===== src/rtl/fifo_arb_pkg.sv =====
// Shared constants for the FIFO read arbiter: FSM encoding and default sizes
// used by both the arbiter and the requester FIFO instantiations.
package fifo_arb_pkg;

    typedef enum logic [1:0] {
        ARB  = 2'd0,
        POP  = 2'd1,
        CAP  = 2'd2,
        SEND = 2'd3
    } arb_state_t;

    localparam int DEF_WIDTH = 16;
    localparam int DEF_NREQ  = 4;
    localparam int DEF_BURST = 4;

endpackage


===== src/rtl/rr_pick.sv =====
// Round-robin picker: finds the first set request scanning from ptr upward,
// wrapping at NREQ. Purely combinational.
module rr_pick #(
    parameter int NREQ = 4,
    parameter int IDW  = 2
) (
    input  logic [NREQ-1:0] req,
    input  logic [IDW-1:0]  ptr,
    output logic            found,
    output logic [IDW-1:0]  idx
);

    logic [IDW:0] pos;

    // Scan from the farthest offset down so the nearest hit to ptr wins.
    always_comb begin
        found = 1'b0;
        idx   = '0;
        pos   = '0;
        for (int k = NREQ - 1; k >= 0; k--) begin
            pos = {1'b0, ptr} + (IDW+1)'(k);
            if (pos >= (IDW+1)'(NREQ))
                pos = pos - (IDW+1)'(NREQ);
            if (req[pos[IDW-1:0]]) begin
                found = 1'b1;
                idx   = pos[IDW-1:0];
            end
        end
    end

endmodule


===== src/rtl/fifo_rr_arbiter.sv =====
// Round-robin read arbiter over NREQ registered-output FIFOs, with bursts of
// up to BURST words per grant and a valid/ready output stage.
module fifo_rr_arbiter
    import fifo_arb_pkg::*;
#(
    parameter int WIDTH = DEF_WIDTH,
    parameter int NREQ  = DEF_NREQ,
    parameter int BURST = DEF_BURST,
    parameter int IDW   = $clog2(NREQ)
) (
    input  logic                  clk,
    input  logic                  reset,
    input  logic                  en,
    input  logic [NREQ-1:0]       fifo_empty,
    input  logic [NREQ*WIDTH-1:0] fifo_data,
    output logic [NREQ-1:0]       fifo_get,
    output logic [WIDTH-1:0]      out_data,
    output logic                  out_valid,
    input  logic                  out_ready,
    output logic [IDW-1:0]        grant_id,
    output logic                  busy
);

    localparam logic [3:0] BLAST = 4'(BURST - 1);

    arb_state_t     state;
    logic [IDW-1:0] rr_ptr;
    logic [3:0]     burst_cnt;
    logic           pick_found;
    logic [IDW-1:0] pick_idx;

    rr_pick #(.NREQ(NREQ), .IDW(IDW)) u_pick (
        .req   (~fifo_empty),
        .ptr   (rr_ptr),
        .found (pick_found),
        .idx   (pick_idx)
    );

    assign busy = (state != ARB);

    // fifo_get is set on the edge entering POP so it is high for the POP cycle only.
    always_ff @(posedge clk or negedge reset) begin
        if (!reset) begin
            state     <= ARB;
            rr_ptr    <= '0;
            burst_cnt <= '0;
            grant_id  <= '0;
            fifo_get  <= '0;
            out_data  <= '0;
            out_valid <= 1'b0;
        end else begin
            fifo_get <= '0;
            case (state)
                ARB: begin
                    if (en && pick_found) begin
                        grant_id  <= pick_idx;
                        burst_cnt <= '0;
                        fifo_get  <= NREQ'(1) << pick_idx;
                        state     <= POP;
                    end
                end
                POP: state <= CAP;
                CAP: begin
                    out_data  <= fifo_data[grant_id*WIDTH +: WIDTH];
                    out_valid <= 1'b1;
                    state     <= SEND;
                end
                SEND: begin
                    if (out_ready) begin
                        out_valid <= 1'b0;
                        // Empty flag here already reflects the previous get.
                        if (burst_cnt < BLAST && !fifo_empty[grant_id] && en) begin
                            burst_cnt <= burst_cnt + 4'd1;
                            fifo_get  <= NREQ'(1) << grant_id;
                            state     <= POP;
                        end else begin
                            rr_ptr <= (grant_id == IDW'(NREQ - 1)) ? '0 : grant_id + IDW'(1);
                            state  <= ARB;
                        end
                    end
                end
                default: state <= ARB;
            endcase
        end
    end

endmodule


===== config.mk =====
export PLATFORM = sky130hd
export DESIGN_NAME = fifo_rr_arbiter
export DESIGN_NICKNAME = d
export VERILOG_FILES = /design/src/rtl/fifo_arb_pkg.sv /design/src/rtl/rr_pick.sv /design/src/rtl/fifo_rr_arbiter.sv
export SDC_FILE = /design/constraint.sdc
export NUM_CORES = 1
export LEC_CHECK = 0
export BUFFER_PORTS_ARGS = -buffer_cell sky130_fd_sc_hd__buf_2
export CAP_MARGIN = 20
export CORE_ASPECT_RATIO = 1.75
export CORE_UTILIZATION = 39
export DETAILED_ROUTE_END_ITERATION = 8
export PLACE_DENSITY_LB_ADDON = 0.25
export SYNTH_ARGS = -nofsm -noshare
export SYNTH_HDL_FRONTEND = slang
export SYNTH_SLANG_ARGS = --single-unit

===== constraint.sdc =====
create_clock -name clk -period 1.8 [get_ports clk]
set_input_delay 0.18 -clock clk [delete_from_list [all_inputs] [get_ports clk]]
set_output_delay 0.18 -clock clk [all_outputs]
set_load 0.01 [all_outputs]

Word-level counts from Yosys, hierarchy flattened:

Index checks and enable logic that the tools add are counted.

* bits in registers: 31
* bits in latches: 0
* memory bits (writable): 0
* memory bits (read-only): 0
* bits of input ports: 72
* output and inout bits: 24
* memories kept: 0

* $add $sub $neg: 9
* multiply operators: 0
* divide/modulo/power cells: 0
* order comparisons: 10
* equality and inequality tests: 7
* shifts and indexed selects: 3
* multiplexer cells: 37
* bitwise gates (word level): 2
* reductions and logical operators: 13

Operator list (count)
* 64-bit by 7-bit variable part select with 16-bit output: 1
* 4-bit two-way mux: 6
* 2-bit two-way mux: 11
* 4-bit one-hot mux with 2 select lines: 2
* 2-bit by 3-bit less-than comparator with 1-bit output, second input constant: 5
* 1-bit two-way mux: 11
* 1-bit binary-select mux with 2-bit select: 5
* 3-bit >= comparator, second input constant: 3
* 2-bit one-hot mux with 4 select lines: 1
* 1-bit by 2-bit left shift with 4-bit output, first input constant: 2
* 2-bit by 1-bit subtractor with 2-bit output, second input constant: 4
* 2-bit by 2-bit adder with 3-bit output, second input constant: 2
* 2-bit equality test, second input constant: 3
* 2-bit inequality test, second input constant: 3
* 2-bit AND reduction: 3
* 2-bit nonzero test: 3
* 4-bit by 1-bit adder with 4-bit output, second input constant: 1
* 4-bit by 2-bit less-than comparator with 1-bit output, second input constant: 1
* 4-bit inverter: 1
* 4-bit AND reduction: 1
* 2-bit by 1-bit adder with 3-bit output, second input constant: 1
* 2-bit by 3-bit >= comparator with 1-bit output, second input constant: 1
* 1-bit logical AND: 3
* 3-bit AND reduction: 1
* other kinds (6): 6

Depth between registers and ports, before layout:

Gate-level depths: netlist of the first run.

* word-level depth: 12
* gate-level depth with buffers: 6
* depth with buffers taken out: 5

By module:

From an unflattened synthesis of the first run, not the netlist that was laid out.

* cells, all modules: 151
* area total of the unflattened synthesis: 1904.3 µm²

Modules (own cells, without submodules)
* fifo_rr_arbiter: times used 1, cells each 138, area an instance 1826.8 µm², sequential area each 775.7 µm²
* rr_pick: times used 1, cells each 13, area an instance 77.6 µm², sequential area each 0.0 µm²

Worst setup path before layout of the first run:

OpenSTA, ideal clock, no wires.

* path type: register -> register
* start: register burst_cnt[0]
* end: register rr_ptr[0]
* library setup time: 0.125 ns
* arrival time: 1.827 ns
* required time: 1.675 ns
* slack: -0.151 ns
* stages on the path, launching flop included: 6
* buffers on the path: 0
* clock period less this slack: 1.951 ns
* cells stage by stage: dfrtp_1 > ha_1 > or4b_1 > or2_4 > nand3_1 > mux2_2

* longest elaborated chain between the ends: 5

RTL lines
* from (decl): line fifo_rr_arbiter.sv:28 `logic [3:0] burst_cnt;`
* from (signal assigned): line fifo_rr_arbiter.sv:73 `burst_cnt <= burst_cnt + 4'd1;`
* 4-bit by 2-bit less-than comparator with 1-bit output: line fifo_rr_arbiter.sv:72 `if (burst_cnt < BLAST && !fifo_empty[grant_id] && en) begin`
* 1-bit logical AND (2 in a row): line fifo_rr_arbiter.sv:72
* 1-bit inverter (no source line)
* 3-bit AND reduction (no source line)
* to (signal assigned): line fifo_rr_arbiter.sv:77 `rr_ptr <= (grant_id == IDW'(NREQ - 1)) ? '0 : grant_id + IDW'(1);`
* to (decl): line fifo_rr_arbiter.sv:27 `logic [IDW-1:0] rr_ptr;`

No other way between the ends.
A chain may end at the register's enable or synchronous reset.

Final worst setup path of the first run:

* start: register burst_cnt[1]
* end: register burst_cnt[1]

* longest elaborated chain between the ends: 5
* elaborated cells on any way between the ends: 9

RTL lines (line)
* 4-bit by 2-bit less-than comparator with 1-bit output: fifo_rr_arbiter.sv:72
* 1-bit logical AND (2 in a row): fifo_rr_arbiter.sv:72
* 2-bit inequality test (no source line)
* 4-bit AND reduction (no source line)

Parallel ways exist; a longest one is shown, timed or not. The select of a mux whose other input is x is not followed.

==> results of run 1 <==
-- worst max-delay path by stage --
stage / startpoint / endpoint / slack, ns / cells after the start
after global routing: burst_cnt[1]$_DFFE_PN0P_ / burst_cnt[1]$_DFFE_PN0P_ / -0.13 / 5
after floorplan: burst_cnt[0]$_DFFE_PN0P_ / rr_ptr[0]$_DFFE_PN0P_ / -0.05 / 5
after detailed placement: burst_cnt[1]$_DFFE_PN0P_ / rr_ptr[0]$_DFFE_PN0P_ / -0.08 / 5
after CTS: burst_cnt[1]$_DFFE_PN0P_ / rr_ptr[0]$_DFFE_PN0P_ / -0.06 / 5
after global placement: burst_cnt[1]$_DFFE_PN0P_ / rr_ptr[0]$_DFFE_PN0P_ / -0.05 / 5
final: burst_cnt[1]$_DFFE_PN0P_ / burst_cnt[1]$_DFFE_PN0P_ / -0.05 / 5
-- layout make-up --
cell class                      instances  share of cell area
Tap cell                               51              0.0246
Clock inverter                          1             0.00193
Inverter                                6             0.00870
Clock buffer                            7              0.0295
Multi-Input combinational cell         93               0.413
Sequential cell                        31               0.300
Timing Repair Buffer                  108               0.222
-- state kept, by name, indices dropped and copies added (netlist names) --
register and cells:
state 2, grant_id 2, out_valid 1, burst_cnt 4, out_data 16, fifo_get 4
rr_ptr 2
-- power groups by stage --
stage	registers [µW]	logic [µW]	clock network [µW]
2_1_floorplan	1280	1330	0
3_3_place_gp	1150	2100	0
3_5_place_dp	1170	2120	0
4_1_cts	1150	2150	544
5_1_grt	1190	2370	567
6_report	1150	2160	530
-- through the flow --
| step | hold slack [ns] | power [µW] |
|---|---|---|
| final | 0.300 | 3840 |
| after global placement | 0.262 | 3250 |
| after detailed placement | 0.270 | 3290 |
| after CTS | 0.278 | 3850 |
| after floorplan | -0.116 | 2610 |
| after global routing | 0.305 | 4130 |
-- repair_timing --
| action | in CTS | in global routing |
|---|---|---|
| hold buffers | 1 | 0 |
| hold endpoints to repair | 31 | 0 |
| buffers inserted | 1 | 1 |
| gates resized for setup | 1 | 3 |
| endpoints found under the setup margin | 7 | 8 |
| pin swaps | 2 | 1 |
-- cells in the mapped netlist, drive strengths merged --
library cell   n  area share
o211a          1      0.0054
o21a           3       0.012
a22o           2      0.0094
o2bb2ai        1      0.0047
or2            2      0.0081
mux2          20        0.12
xor2           1      0.0047
clkbuf         3      0.0060
dfrtp         31        0.42
nor2           7       0.014
or4b           1      0.0054
nor2b          1      0.0034
ha             8       0.054
nor3           2       0.014
nand2          6       0.012
a211o          1      0.0054
nand3          3      0.0081
nand4          1      0.0034
o21ai          3      0.0081
a211oi         2      0.0081
buf            4       0.011
a21oi          3      0.0081
o211ai         1      0.0040
a32o           4       0.021
mux4          17        0.21
a21boi         2      0.0081
a2111o         1      0.0060
inv            6       0.012
-- metal layers --
layer,track usage,part of all wire,vias to the layer above
li1,-,-,747
met5,0,0,-
met1,0.186,0.34,781
met2,0.363,0.56,70
met4,0.0855,0.024,0
met3,0.0455,0.077,10
-- worst max-delay path, cell delays in order (launching register included) --
cell	delay (ns)
dfrtp_1	0.38
ha_2	0.18
or4b_4	0.51
nor3_4	0.17
mux2_4	0.32
a22o_1	0.18
-- cells by family (layout without fill, tap and decap cells) --
| kind of cell | Yosys count | in the layout | share of synthesized area |
|---|---|---|---|
| multiplexers | 37 | 37 | 0.326 |
| XOR/XNOR | 1 | 1 | 0.00470 |
| AND/OR/NAND/NOR | 23 | 23 | 0.0685 |
| buffers and inverters | 13 | 122 | 0.0295 |
| flip-flops | 31 | 31 | 0.416 |
| AO/OA/AOI/OAI | 24 | 24 | 0.101 |
| adder cells (fa/ha/maj) | 8 | 8 | 0.0537 |
==> results.json, run 1 <==
{
  "tns_ns": -0.154,
  "final_cell_area_um2": 2590,
  "htreeDepth": 2,
  "p_switching_uw": 1420,
  "final_common_cell": "buf_2",
  "synth_fp_nets": 217,
  "min_path_type": "in2reg",
  "p_leak_uw": 0.00127,
  "grt_pass1_wl_um": 7020,
  "worst-path-max-fanout": 3,
  "most-common-layout-cells": "buf_2, dfrtp_1, mux4_2, mux2_2, buf_4",
  "netlist_area_um2": 1860,
  "fp.coreArea_um2": 4480,
  "worstHoldPathCells": 3,
  "cts_tree": "done",
  "synth_cells": 137,
  "dpl.cell_count": 286,
  "grt_antenna_before_repair": 0,
  "routedWlPerCell_um": 15.7,
  "layout.nets": 325,
  "cts_root_buf": "clkbuf_8",
  "power_frac_seq": 0.300,
  "p_comb_frac": 0.562,
  "crit_required_ns": 1.98,
  "min_to": "rr_ptr[0]$_DFFE_PN0P_",
  "finalHoldViolations": 0,
  "tightestPinTransition_ns": 0.689,
  "cap_violations": 0,
  "critPathArrivalTime_ns": 2.03,
  "num_vias": 1608,
  "placed_area_um2": 2460,
  "endpoint_kind": "register",
  "swShare": 0.370,
  "drtIter0Drc": 11,
  "ff2ff_path_depth": 5,
  "grt_pass1_vias": 1611,
  "clock_path_buffers": 2,
  "totalWireLength_um": 4680,
  "multi_input_area_um2": 1070,
  "dieArea_um2": 5070,
  "timing.rr.end": "burst_cnt[1]$_DFFE_PN0P_",
  "viasPerCell": 5.41,
  "clk_pin_slew_ns": 0.07,
  "clkSinkCount": 31,
  "regArea_um2": 777,
  "finalSetupViolations": 4,
  "grtUsageTotal": 0.194,
  "peakVddDrop_v": 0.000879,
  "place_congestion": 0.744,
  "crit_type": "reg2reg",
  "fp.dieW_um": 54.2,
  "dp_slack_ns": -0.0768,
  "fillCellCount": 415,
  "drc": 0,
  "synth.distinct_cells": 32,
  "finalCriticalPeriod_ns": 1.85,
  "ant_nets": 0,
  "seq_area_frac_synth": 0.416,
  "start_kind": "register",
  "ff2ff_setup_slack_ns": -0.05,
  "final.setup.worst_slack_ns": -0.0513,
  "rsz0062_at_grt": "true",
  "initial_core_util": 0.415,
  "final_util": 0.577,
  "numCtsBuffers": 5,
  "power_density_nw_per_um2": 1480,
  "finalCritPeriodShare": 1.03,
  "violations": "setup timing",
  "io_pins": 96,
  "finClkSkew_ns": 0.00290,
  "fin_cells": 297,
  "yosysWarnings": 0,
  "firstDrtPassIters": 4,
  "hpwlAfterDp_um": 3520,
  "die_h_um": 93.4,
  "port_buffers": 95,
  "gr-total-overflow": 0,
  "n_antenna_cell": 0,
  "clockPowerShare": 0.138,
  "syn_area_per_cell_um2": 13.6,
  "fmax_mhz": 540,
  "std_cell_rows": 32,
  "final_layout_size_suffix_gt1_frac": 0.646,
  "rr_startpoint": "burst_cnt[1]$_DFFE_PN0P_",
  "ys_ff_latch": 31,
  "insertion_delay_ns": 0.28,
  "p_int_uw": 2420,
  "hp-start": "out_ready",
  "syn_to_final_growth_pct": 39.0,
  "slew_headroom": 0.541,
  "grt_max_degree": 32,
  "outcome": "finished with violations",
  "finalMaxSlewViolations": 0
}
No activity file was read; power rests on OpenSTA's default activity.
==> run 2: changes to the inputs <==
--- a/config.mk
+++ b/config.mk
@@ -8,6 +8,7 @@
 export BUFFER_PORTS_ARGS = -buffer_cell sky130_fd_sc_hd__buf_2
 export CAP_MARGIN = 20
 export CORE_ASPECT_RATIO = 1.75
+export CORE_MARGIN = 2
 export CORE_UTILIZATION = 39
 export DETAILED_ROUTE_END_ITERATION = 8
 export PLACE_DENSITY_LB_ADDON = 0.25
==> results.json, run 2 (synthesis results as in run 1) <==
{
  "grt_antenna_before_repair": 0,
  "finalSetupViolations": 3,
  "fmax_mhz": 532,
  "finalMaxSlewViolations": 0,
  "regMostFlops": "out_data",
  "worstPathCellList": "ha_2 > or4b_4 > or2_4 > nand3_2 > mux2_2",
  "io_pins": 96,
  "most-common-layout-cells": "buf_2, dfrtp_1, mux2_2",
  "dpl.cell_count": 287,
  "grt_max_degree": 32,
  "final.setup.worst_slack_ns": -0.0811,
  "firstDrtPassIters": 4,
  "final_common_cell": "buf_2",
  "swShare": 0.368,
  "worst-path-max-fanout": 3,
  "n_antenna_cell": 0,
  "crit_required_ns": 1.97,
  "power_frac_seq": 0.305,
  "clk_pin_slew_ns": 0.06,
  "finClkSkew_ns": 0.00629,
  "largest_reg_flops": 16,
  "p_int_uw": 2400,
  "die_h_um": 95.4,
  "power_density_nw_per_um2": 1480,
  "ff2ff_setup_slack_ns": -0.08,
  "violations": "setup timing",
  "numCtsBuffers": 5,
  "initial_core_util": 0.403,
  "totalWireLength_um": 4670,
  "clkSinkCount": 31,
  "p_switching_uw": 1400,
  "critPathArrivalTime_ns": 2.05,
  "gr-total-overflow": 0,
  "dieArea_um2": 5370,
  "biggestRegsByFlops": "out_data: 16 flops, burst_cnt: 4 flops, fifo_get: 4 flops",
  "worstHoldPathCells": 3,
  "fin_cells": 297,
  "crit_type": "reg2reg",
  "final_layout_size_suffix_gt1_frac": 0.645,
  "ff2ff_path_depth": 5,
  "fillCellCount": 443,
  "std_cell_rows": 33,
  "grt_pass1_wl_um": 7080,
  "cpLargestDelayFamily": "simple AND/OR/NAND/NOR gates",
  "start_kind": "register",
  "cap_violations": 0,
  "port_buffers": 95,
  "ant_nets": 0,
  "layout.nets": 324,
  "rsz0062_at_grt": "true",
  "cts_tree": "done",
  "fp.dieW_um": 56.2,
  "crit_slowest_cell": "or4b_4",
  "insertion_delay_ns": 0.28,
  "clockPowerShare": 0.135,
  "fp.coreArea_um2": 4620,
  "cts_root_buf": "clkbuf_8",
  "tightestPinTransition_ns": 0.683,
  "min_path_type": "in2reg",
  "syn_to_final_growth_pct": 37.8,
  "max_stage_delay_ns": 0.51,
  "htreeDepth": 2,
  "outcome": "finished with violations",
  "drtIter0Drc": 38,
  "endpoint_kind": "register",
  "p_leak_uw": 0.00125,
  "cp.depth": 5,
  "peakVddDrop_v": 0.00102,
  "timing.rr.end": "rr_ptr[1]$_DFFE_PN0P_",
  "grtUsageTotal": 0.174,
  "viasPerCell": 5.28,
  "place_congestion": 0.760,
  "num_vias": 1569,
  "finalCriticalPeriod_ns": 1.88,
  "slew_headroom": 0.544,
  "rr_startpoint": "burst_cnt[1]$_DFFE_PN0P_",
  "finalCritPeriodShare": 1.05,
  "min_to": "rr_ptr[0]$_DFFE_PN0P_",
  "clock_path_buffers": 2,
  "p_comb_frac": 0.560,
  "hp-start": "out_ready",
  "grt_pass1_vias": 1604,
  "hpwlAfterDp_um": 3710,
  "crit_buf_inv": 0,
  "final_util": 0.555,
  "finalHoldViolations": 0,
  "routedWlPerCell_um": 15.7,
  "drc": 0
}
-- run 2: timing repair --
action / CTS / global route
setup buffers: 1 / 1
setup endpoints to repair: 7 / 7
hold buffers: 1 / 0
pin swaps: 2 / 2
gates resized for setup: 1 / 0
endpoints found under the hold margin: 31 / 0
-- run 2: worst max path at each step --
stage,from,end,slack (ns)
6_report,burst_cnt[1]$_DFFE_PN0P_,rr_ptr[1]$_DFFE_PN0P_,-0.08
4_1_cts,burst_cnt[1]$_DFFE_PN0P_,rr_ptr[1]$_DFFE_PN0P_,-0.1
5_1_grt,burst_cnt[1]$_DFFE_PN0P_,rr_ptr[0]$_DFFE_PN0P_,-0.12
3_3_place_gp,burst_cnt[1]$_DFFE_PN0P_,rr_ptr[0]$_DFFE_PN0P_,-0.05
3_5_place_dp,burst_cnt[1]$_DFFE_PN0P_,rr_ptr[1]$_DFFE_PN0P_,-0.09
2_1_floorplan,burst_cnt[0]$_DFFE_PN0P_,rr_ptr[0]$_DFFE_PN0P_,-0.05
-- run 2: per-stage QoR --
stage	TNS (ns)	total power, µW	hold WS [ns]	instance area, µm²	setup slack (ns)
final	-0.211	3790	0.288	2570	-0.0811
after global routing	-0.341	4070	0.289	2570	-0.116
after CTS	-0.281	3850	0.281	2570	-0.0954
after detailed placement	-0.228	3300	0.263	2460	-0.0915
after global placement	-0.118	3250	0.261	2460	-0.0532
after floorplan	-0.134	2610	-0.116	1880	-0.0544
-- run 2: per-layer routing --
layer	global-route usage	part of all wire	up-vias
met1	0.160	0.32	762
met2	0.344	0.58	56
met3	0.0475	0.066	13
met4	0.0813	0.028	0
met5	0	0	-
li1	-	-	738
-- run 2: power groups by stage --
stage | Clock (µW) | Sequential (µW) | Combinational (µW)
floorplan | 0 | 1280 | 1330
global placement | 0 | 1150 | 2100
detailed placement | 0 | 1170 | 2130
CTS | 534 | 1160 | 2160
global route | 560 | 1190 | 2310
finish | 511 | 1160 | 2130
-- run 2: final cells by class --
cell class	count	area [µm²]	area share
clock buffers	7	76.3	0.0297
clock inverters	1	5.00	0.00195
inverters	6	22.5	0.00877
multi-input cells	93	1050	0.410
flip-flops and latches	31	777	0.303
well taps	52	65.1	0.0253
repair buffers	107	568	0.221
-- run 2: tightest hold or removal path: stages --
cell     delay, ns
buf_2         0.13
nand3_2       0.08
mux2_2        0.14
